**config.mk**
```make
export PLATFORM = sky130hd
export DESIGN_NAME = dmem_port_arbiter
export DESIGN_NICKNAME = d
export VERILOG_FILES = /design/src/rtl/dmem_arb_pkg.sv /design/src/rtl/dmem_arb_rdreg.sv /design/src/rtl/dmem_port_arbiter.sv
export SDC_FILE = /design/constraint.sdc
export NUM_CORES = 1
export LEC_CHECK = 0
export ABC_AREA = 1
export CORE_AREA = 2 2 122 124
export CTS_CLUSTER_SIZE = 25
export DETAILED_ROUTE_END_ITERATION = 8
export DIE_AREA = 0 0 124 126
export HOLD_SLACK_MARGIN = 0.15
export PLACE_DENSITY = 0.77
export SYNTH_ARGS = -nofsm -noshare
export SYNTH_HDL_FRONTEND = slang
export SYNTH_SLANG_ARGS = --single-unit
```
**constraint.sdc**
```tcl
create_clock -name clk -period 2.3 [get_ports clk]
set_clock_uncertainty 0.2 [all_clocks]
set_input_delay 0.23 -clock clk [delete_from_list [all_inputs] [get_ports clk]]
set_output_delay 0.23 -clock clk [all_outputs]
set_load 0.005 [all_outputs]
```
**src/rtl/dmem_arb_pkg.sv**
```systemverilog
// Shared definitions for the data-memory port arbiter.
//   arb_state_e  : arbiter FSM states (S_PIPE = pipeline owns the port,
//                  S_EXT = external requester is serving a forced burst)
//   owner_e      : which requester drives the memory port this cycle
//   strb_width() : byte-strobe width for a given data width
//   cnt_width()  : counter width for a bound, never less than one bit
package dmem_arb_pkg;

  typedef enum logic {
    S_PIPE = 1'b0,
    S_EXT  = 1'b1
  } arb_state_e;

  typedef enum logic [1:0] {
    OWN_NONE = 2'd0,
    OWN_P    = 2'd1,
    OWN_X    = 2'd2
  } owner_e;

  function automatic int strb_width(input int data_w);
    return data_w / 8;
  endfunction

  function automatic int cnt_width(input int bound);
    return (bound > 1) ? $clog2(bound) : 1;
  endfunction

endpackage

```
**src/rtl/dmem_arb_rdreg.sv**
```systemverilog
// Load-return register for one requester. When an accepted load is flagged
// by capture, the memory read data is latched at the end of that cycle and
// rvalid is raised for exactly the following cycle. rdata holds until the
// next captured load.
//   clk, rst_n : clock, asynchronous active-low reset
//   capture    : accepted load for this requester in the current cycle
//   din        : combinational memory read data
//   rvalid     : load data valid (one cycle after capture)
//   rdata      : registered load data
module dmem_arb_rdreg #(
  parameter int DATA_W = 32
) (
  input  logic              clk,
  input  logic              rst_n,
  input  logic              capture,
  input  logic [DATA_W-1:0] din,
  output logic              rvalid,
  output logic [DATA_W-1:0] rdata
);

  // NOTE: rdata is an ordinary register, not a memory array, so it takes the
  // reset and reads back zero until the first load completes.
  always_ff @(posedge clk or negedge rst_n) begin
    if (!rst_n) begin
      rvalid <= 1'b0;
      rdata  <= '0;
    end else begin
      // NOTE: non-blocking assignments here; every register updates from
      // pre-edge values regardless of statement order.
      rvalid <= capture;
      if (capture) begin
        rdata <= din;
      end
    end
  end

endmodule

```
**src/rtl/dmem_port_arbiter.sv**
```systemverilog
// Shares the single data-memory port between the pipeline MEM stage (P) and
// an external loader/debug path (X). P has priority; when both keep
// requesting, X is forced in for a bounded burst after MAX_WAIT denied
// cycles. Load data returns one cycle after acceptance through a
// per-requester capture register.
//   clk, rst_n          : clock, asynchronous active-low reset
//   p_req/we/strb/addr/wdata : pipeline requester
//   p_gnt, p_stall      : P accepted this cycle / P requesting but denied
//   p_rvalid, p_rdata   : P load return
//   x_req/we/strb/addr/wdata : external requester
//   x_gnt               : X accepted this cycle
//   x_rvalid, x_rdata   : X load return
//   mem_we/strb/addr/wdata : memory port driven by the granted requester
//   mem_rdata           : combinational memory read data
module dmem_port_arbiter
  import dmem_arb_pkg::*;
#(
  parameter int ADDR_W    = 32,
  parameter int DATA_W    = 32,
  parameter int MAX_WAIT  = 8,
  parameter int BURST_MAX = 4
) (
  input  logic                          clk,
  input  logic                          rst_n,
  input  logic                          p_req,
  input  logic                          p_we,
  input  logic [strb_width(DATA_W)-1:0] p_strb,
  input  logic [ADDR_W-1:0]             p_addr,
  input  logic [DATA_W-1:0]             p_wdata,
  output logic                          p_gnt,
  output logic                          p_stall,
  output logic                          p_rvalid,
  output logic [DATA_W-1:0]             p_rdata,
  input  logic                          x_req,
  input  logic                          x_we,
  input  logic [strb_width(DATA_W)-1:0] x_strb,
  input  logic [ADDR_W-1:0]             x_addr,
  input  logic [DATA_W-1:0]             x_wdata,
  output logic                          x_gnt,
  output logic                          x_rvalid,
  output logic [DATA_W-1:0]             x_rdata,
  output logic                          mem_we,
  output logic [strb_width(DATA_W)-1:0] mem_strb,
  output logic [ADDR_W-1:0]             mem_addr,
  output logic [DATA_W-1:0]             mem_wdata,
  input  logic [DATA_W-1:0]             mem_rdata
);

  localparam int WAIT_W  = cnt_width(MAX_WAIT);
  localparam int BURST_W = cnt_width(BURST_MAX);
  localparam logic [WAIT_W-1:0]  WAIT_LAST  = WAIT_W'(MAX_WAIT - 1);
  localparam logic [BURST_W-1:0] BURST_LAST = BURST_W'(BURST_MAX - 1);

  arb_state_e         state_q, state_d;
  logic [WAIT_W-1:0]  wait_q, wait_d;
  logic [BURST_W-1:0] burst_q, burst_d;
  owner_e             owner;

  always_ff @(posedge clk or negedge rst_n) begin
    if (!rst_n) begin
      state_q <= S_PIPE;
      wait_q  <= '0;
      burst_q <= '0;
    end else begin
      state_q <= state_d;
      wait_q  <= wait_d;
      burst_q <= burst_d;
    end
  end

  // NOTE: every signal written below gets its default first, so no path
  // through the case leaves a value unassigned and no latch is inferred.
  always_comb begin
    state_d = state_q;
    wait_d  = wait_q;
    burst_d = burst_q;
    owner   = OWN_NONE;

    case (state_q)
      S_PIPE: begin
        // X only gets in opportunistically here; the burst counter is idle.
        if (p_req) begin
          owner = OWN_P;
        end else if (x_req) begin
          owner = OWN_X;
        end
        // wait_q counts consecutive cycles where X is held off by P.
        if (p_req && x_req) begin
          if (wait_q == WAIT_LAST) begin
            state_d = S_EXT;
            wait_d  = '0;
          end else begin
            wait_d = wait_q + 1'b1;
          end
        end else begin
          wait_d = '0;
        end
      end

      S_EXT: begin
        wait_d = '0;
        if (x_req) begin
          owner = OWN_X;
          if (burst_q == BURST_LAST) begin
            state_d = S_PIPE;
            burst_d = '0;
          end else begin
            burst_d = burst_q + 1'b1;
          end
        end else begin
          // X gave up the burst early; hand the port straight back to P.
          if (p_req) begin
            owner = OWN_P;
          end
          state_d = S_PIPE;
          burst_d = '0;
        end
      end

      default: begin
        state_d = S_PIPE;
        wait_d  = '0;
        burst_d = '0;
      end
    endcase

    // No access is accepted while reset is held, so grants and the memory
    // write enable drop the moment reset is asserted.
    if (!rst_n) begin
      owner = OWN_NONE;
    end
  end

  assign p_gnt   = (owner == OWN_P);
  assign x_gnt   = (owner == OWN_X);
  assign p_stall = p_req & ~p_gnt;

  always_comb begin
    mem_we    = 1'b0;
    mem_strb  = '0;
    mem_addr  = '0;
    mem_wdata = '0;
    case (owner)
      OWN_P: begin
        mem_we    = p_we;
        mem_strb  = p_we ? p_strb : '0;
        mem_addr  = p_addr;
        mem_wdata = p_wdata;
      end
      OWN_X: begin
        mem_we    = x_we;
        mem_strb  = x_we ? x_strb : '0;
        mem_addr  = x_addr;
        mem_wdata = x_wdata;
      end
      default: ;
    endcase
  end

  dmem_arb_rdreg #(
    .DATA_W (DATA_W)
  ) u_p_rdreg (
    .clk     (clk),
    .rst_n   (rst_n),
    .capture (p_gnt & ~p_we),
    .din     (mem_rdata),
    .rvalid  (p_rvalid),
    .rdata   (p_rdata)
  );

  dmem_arb_rdreg #(
    .DATA_W (DATA_W)
  ) u_x_rdreg (
    .clk     (clk),
    .rst_n   (rst_n),
    .capture (x_gnt & ~x_we),
    .din     (mem_rdata),
    .rvalid  (x_rvalid),
    .rdata   (x_rdata)
  );

endmodule

```
## After elaboration in Yosys (flattened, before gate mapping)

Index checks and enable logic that the tools add are counted.

| storage, ports and cells | value |
|---|---|
| input port bits | 174 |
| output and inout port bits | 138 |
| register bits after elaboration | 72 |

| cells by class | value |
|---|---|
| bitwise gates (word level) | 7 |
| $add $sub $neg | 2 |
| eq/ne operators | 4 |
| reduce and logical (&&, ||, !) cells | 1 |
| mux-type cells | 22 |

Operator list:

| kind | number |
|---|---|
| $pmux 32 s2 | 2 |
| $mux 2 | 6 |
| $mux 4 | 2 |
| $pmux 4 s2 | 1 |
| $mux 3 | 2 |
| $pmux 3 s2 | 1 |
| $mux 1 | 5 |
| $eq 2x2->1 const B | 2 |
| $not 1->1 | 4 |
| $pmux 1 s2 | 2 |
| $pmux 2 s2 | 1 |
| $add 3x1->3 const B | 1 |
| $and 1x1->1 | 3 |
| $eq 3x3->1 const B | 1 |
| $add 2x1->2 const B | 1 |
| $eq 2x1->1 const B | 1 |
| $logic_and 1x1->1 | 1 |

## Depth between registers and ports, before layout

| depth | value |
|---|---|
| depth in word-level cells | 7 |
| mapped depth | 13 |
| gate-level depth less buffers | 10 |

## Modules after synthesis

Synthesis repeated with hierarchy kept, for this count alone.

| second synthesis, totals | value |
|---|---|
| cells, all modules | 553 |
| area total of the unflattened synthesis | 4265.3 µm² |

By module, submodules not included:

| module | cells each | area each (µm²) | times used | sequential area each (µm²) |
|---|---|---|---|---|
| dmem_arb_rdreg | 137 | 1317.5 | 2 | 825.8 |
| dmem_port_arbiter | 279 | 1630.3 | 1 | 150.1 |

## Worst setup path before layout

Ideal clock, no wire load.

| path | value |
|---|---|
| path kind | register -> output |
| start | register state_q |
| end | output mem_addr[0] |
| arrival | 1.771 ns |
| path buffers | 3 |
| stages on the path, launching flop included | 12 |
| setup slack | 0.099 ns |
| data required time | 1.870 ns |
| cell sequence | dfrtp_1 > inv_1 > nand2_1 > buf_4 > inv_1 > nor2_1 > inv_1 > ha_1 > buf_4 > clkbuf_1 > nand2_1 > a21oi_1 |

| on the way | value |
|---|---|
| cells in the longest elaborated chain, start to end | 5 |
| elaborated cells between the ends (all ways) | 6 |
| classes of those cells | eq/ne (2); mux (3); bitwise (1) |

Ends and longest elaborated chain:

| item | RTL line | source |
|---|---|---|
| start: declaration | dmem_port_arbiter.sv:54 | `arb_state_e state_q, state_d;` |
| start signal: assignment | dmem_port_arbiter.sv:65 | `state_q <= state_d;` |
| $not 1->1 | - |  |
| $pmux 2 s2 (*) | dmem_port_arbiter.sv:79 | `case (state_q)` |
| $mux 2 (*) | dmem_port_arbiter.sv:129 | `if (!rst_n) begin` |
| $eq 2x1->1 (*) | - |  |
| net p_gnt | dmem_port_arbiter.sv:30 | `output logic p_gnt,` |
| $pmux 32 s2 (*) | dmem_port_arbiter.sv:143 | `case (owner)` |
| end: declaration | dmem_port_arbiter.sv:44 | `output logic [ADDR_W-1:0] mem_addr,` |

The timed path passes the listed nets; every way through them passes the cells marked *.

## Final worst setup path

| path | value |
|---|---|
| start | register state_q |
| end | output mem_strb[1] |

| on the way | value |
|---|---|
| cells in the longest elaborated chain, start to end | 5 |
| elaborated cells between the ends (all ways) | 6 |
| classes of those cells | eq/ne (2); mux (3); bitwise (1) |

Ends and longest elaborated chain:

| item | RTL line | source |
|---|---|---|
| $not 1->1 | - |  |
| $pmux 2 s2 (*) | dmem_port_arbiter.sv:79 |  |
| $mux 2 (*) | dmem_port_arbiter.sv:129 |  |
| $eq 2x2->1 or $eq 2x1->1 (tied branches) | dmem_port_arbiter.sv:143 |  |
| $pmux 4 s2 (*) | dmem_port_arbiter.sv:143 |  |
| end: declaration | dmem_port_arbiter.sv:43 | `output logic [strb_width(DATA_W)-1:0] mem_strb,` |

Mark *: on every way between the ends. The rest lies on a longest branch, timed or not.

==> impl_metrics.tcl <==
set metrics [dict create \
    status "finished with violations" \
    violations "negative setup slack" \
    finalMaxSlewViolations 0 \
    syn_to_final_growth_pct 116.1 \
    worstPathArrival_ns 1.95 \
    tightest_slew_ns 0.5790 \
    max-clock-path-buffers 2 \
    cts_inserted_buffers 9 \
    ir_drop_mv 0.3617 \
    synth_warnings 0 \
    place.gp.congestion 0.9355 \
    avgSynthCellArea_um2 7.466 \
    power_switching_uw 1262 \
    seqPwrFrac_pct 35.0 \
    htreeDepth 3 \
    io_pins 312 \
    slowest_delay_ns 0.40 \
    chipWidth_um 124 \
    share_comb_of_total_power_pct 34.4 \
    dp_hpwl_mm 13.29 \
    hold_path_class "in -> reg" \
    finalCritPeriodShare_pct 103.3 \
    power_uw 4574 \
    routed-wl-met3_mm 1.736 \
    synth.yosys.seq_area_share_pct 46.32 \
    fin_crit_ns 2.377 \
    synth_nets 700 \
    cts_tree "done" \
    die_area_um2 15620 \
    holdPathEnd "wait_q[1]" \
    rr_endpoint "u_p_rdreg.rdata[21]" \
    holdPathStages 3 \
    place_ws_ns -0.7370 \
    async_flop_share_pct 100.0 \
    synthCells 521 \
    routed-wl-met2_mm 10.06 \
    clk_pin_slew_ns 0.06 \
    critPathLaunch "state_q" \
    hp-start "x_req" \
    path_cells "inv_2 -> nand2_2 -> inv_2 -> nor2_4 -> inv_2 -> ha_4 -> buf_12 -> buf_16 -> a21oi_4 -> buf_2" \
    end_kind "output pin" \
    synthesis.area_um2 3890 \
    max_cap_violations 0 \
    clock-root-buffer "clkbuf_16" \
    grt_start_max_net_pins 66 \
    grt_setup_unrepaired "true" \
    synth_area_leaders "dfrtp_1 46%, nand2_1 14%, a21oi_1 8.9%" \
    grt_antenna_before_repair 4 \
    path_common_cell "inv_2" \
    grt_pass1_wl_mm 27.28 \
    finalHoldViolCount 0 \
    setup_viol 33 \
    ant_nets 0 \
    vias 5137 \
    first_global_vias 5059 \
    critPathLaunchType "flip-flop" \
    crit_path_max_fanout 7 \
    power_density_nw_per_um2 544.1 \
    m1WireLength_mm 7.191 \
    ys_ff_latch 72 \
    synth_edf_count 0 \
    clock_sinks 72 \
    grt-ovfl-total 0 \
    max_freq_mhz 420.7 \
    yosysUniqueCellTypes 18 \
    port_buffers 311 \
    floorplan.initialDensity_pct 27.18 \
    yosys.area.top_type "dfrtp_1" \
    num-nets-final 1053 \
    maxSlewHeadroom_pct 61.40 \
    grt.total_usage_pct 22.95 \
    power_leakage_uw 0.003740 \
    drtIter0Drc 297 \
    internal_power_uw 3312 \
    coreArea_um2 14310 \
    synth_ff_type "dfrtp_1" \
    clock_latency_ns 0.33 \
    viasPerCell 4.814 \
    drcViolationCount 0 \
    p_clk_share_pct 30.6 \
    drive_above_1_share_pct 31.29 \
    topRoutingLayerUsed "met4" \
    switching_share_pct 27.58 \
    synth_top_area_share_pct 46.32 \
    crit_required_ns 1.87 \
    finalWirelength_mm 19.67 \
    fill_cells 1246 \
    rows 44 \
    synth_commonest_cells "148 x nand2_1, 72 x dfrtp_1, 69 x a21oi_1" \
    routedWlPerCell_um 18.44 \
    yosysMostFrequentCell "nand2_1" \
    worst_slack_ns -0.07678 \
    worstSetupPathType "reg -> out" \
    drtPass1Iterations 6 \
    cpMaxStageDelayCell "dfrtp_1" \
    reg2reg_from "state_q" \
    reg2reg_depth 14 \
    regToRegSetupSlack_ns 0.08 \
    die_h_um 126 \
]
through the flow:
stage / utilization [%] / std cells / cell area, um2 / setup TNS (ns) / hold slack [ns]
3_5_place_dp: 51.01 / 1005 / 7301 / -60.94 / 0.007306
3_3_place_gp: 51.01 / 1005 / 7301 / -57.31 / 0.01206
2_1_floorplan: - / 521 / 3890 / 0 / -0.2656
4_1_cts: 55.17 / 1056 / 7896 / -0.1469 / 0.1762
6_report: 58.72 / 1067 / 8406 / -0.6814 / 0.1976
5_1_grt: 58.71 / 1066 / 8403 / -5.345 / 0.2000
worst max-delay path by stage:
stage,endpoint,slack (ns),depth (start not counted)
2_1_floorplan,mem_addr[0],0.1,11
6_report,mem_strb[1],-0.08,10
4_1_cts,mem_addr[12],-0.07,10
3_3_place_gp,mem_strb[1],-0.73,10
3_5_place_dp,mem_strb[1],-0.74,10
5_1_grt,mem_strb[1],-0.13,10
timing repair:
action,in CTS,in global routing
buffers inserted,31,5
endpoints found under the setup margin,104,108
hold buffers,1,0
pin swaps,9,25
gates cloned,4,6
resized for setup,336,113
hold endpoints to repair,72,0
power by group through the flow:
stage	Clock (uW)	Combinational [uW]	Sequential, uW
after floorplan	0	359	1640
after global placement	0	1360	1610
after detailed placement	0	1370	1620
after CTS	1420	1480	1600
after global routing	1480	1710	1630
final	1400	1570	1600
kinds of logic after synthesis:
group                    Yosys count  share of synthesized area, %
AND/OR/NAND/NOR                  224                         24.03
AO/OA/AOI/OAI                    134                         17.24
buffers and inverters             86                         10.81
adder cells (fa/ha/maj)            5                         1.608
flip-flops                        72                         46.32
routing by layer:
layer / vias up / track usage (%)
li1: 2420 / -
met2: 262 / 40.72
met1: 2411 / 24.46
met5: - / 0
met4: 0 / 9.584
met3: 44 / 7.971
placed cells by master (no fill, tap or decap), types with 6 or more instances in the layout:
cell,synthesis,final
clkdlybuf4s50_1,0,236
nand2_1,148,108
dfrtp_1,72,72
buf_2,15,66
nand3_1,66,64
o21ai_1,55,57
a21oi_2,0,46
buf_4,3,38
inv_1,42,36
nand2_2,1,31
a21oi_4,0,16
buf_6,9,14
clkbuf_16,0,12
buf_12,0,12
nand2_4,0,10
o21ai_0,10,8
a21oi_1,69,7
inv_2,2,6
worst max-delay path, delay by kind of cell, from the launching register on:
kind / cells / cell delay, ns
AO/OA/AOI/OAI: 1 / 0.15
adder cells (fa/ha/maj): 1 / 0.29
buffers and inverters: 6 / 0.62
flip-flops: 1 / 0.40
AND/OR/NAND/NOR: 2 / 0.16
sequential cells by signal (all words and copies together) (netlist names):
signal	count
u_x_rdreg.rdata	32
burst_q	2
u_x_rdreg.rvalid	1
u_p_rdreg.rdata	32
u_p_rdreg.rvalid	1
wait_q	3
state_q	1
final cells by class:
| cell class | instances | area, um2 | share of cell area, % |
|---|---|---|---|
| Clock buffer | 11 | 242.7 | 2.888 |
| Clock inverter | 5 | 56.30 | 0.6698 |
| Sequential cell | 72 | 1802 | 21.43 |
| Antenna cell | 4 | 10.01 | 0.1191 |
| Timing Repair Buffer | 384 | 3679 | 43.76 |
| Multi-Input combinational cell | 363 | 2216 | 26.36 |
| Inverter | 44 | 170.2 | 2.024 |
| Tap cell | 184 | 230.2 | 2.739 |
(Power assumes the default switching activity.)
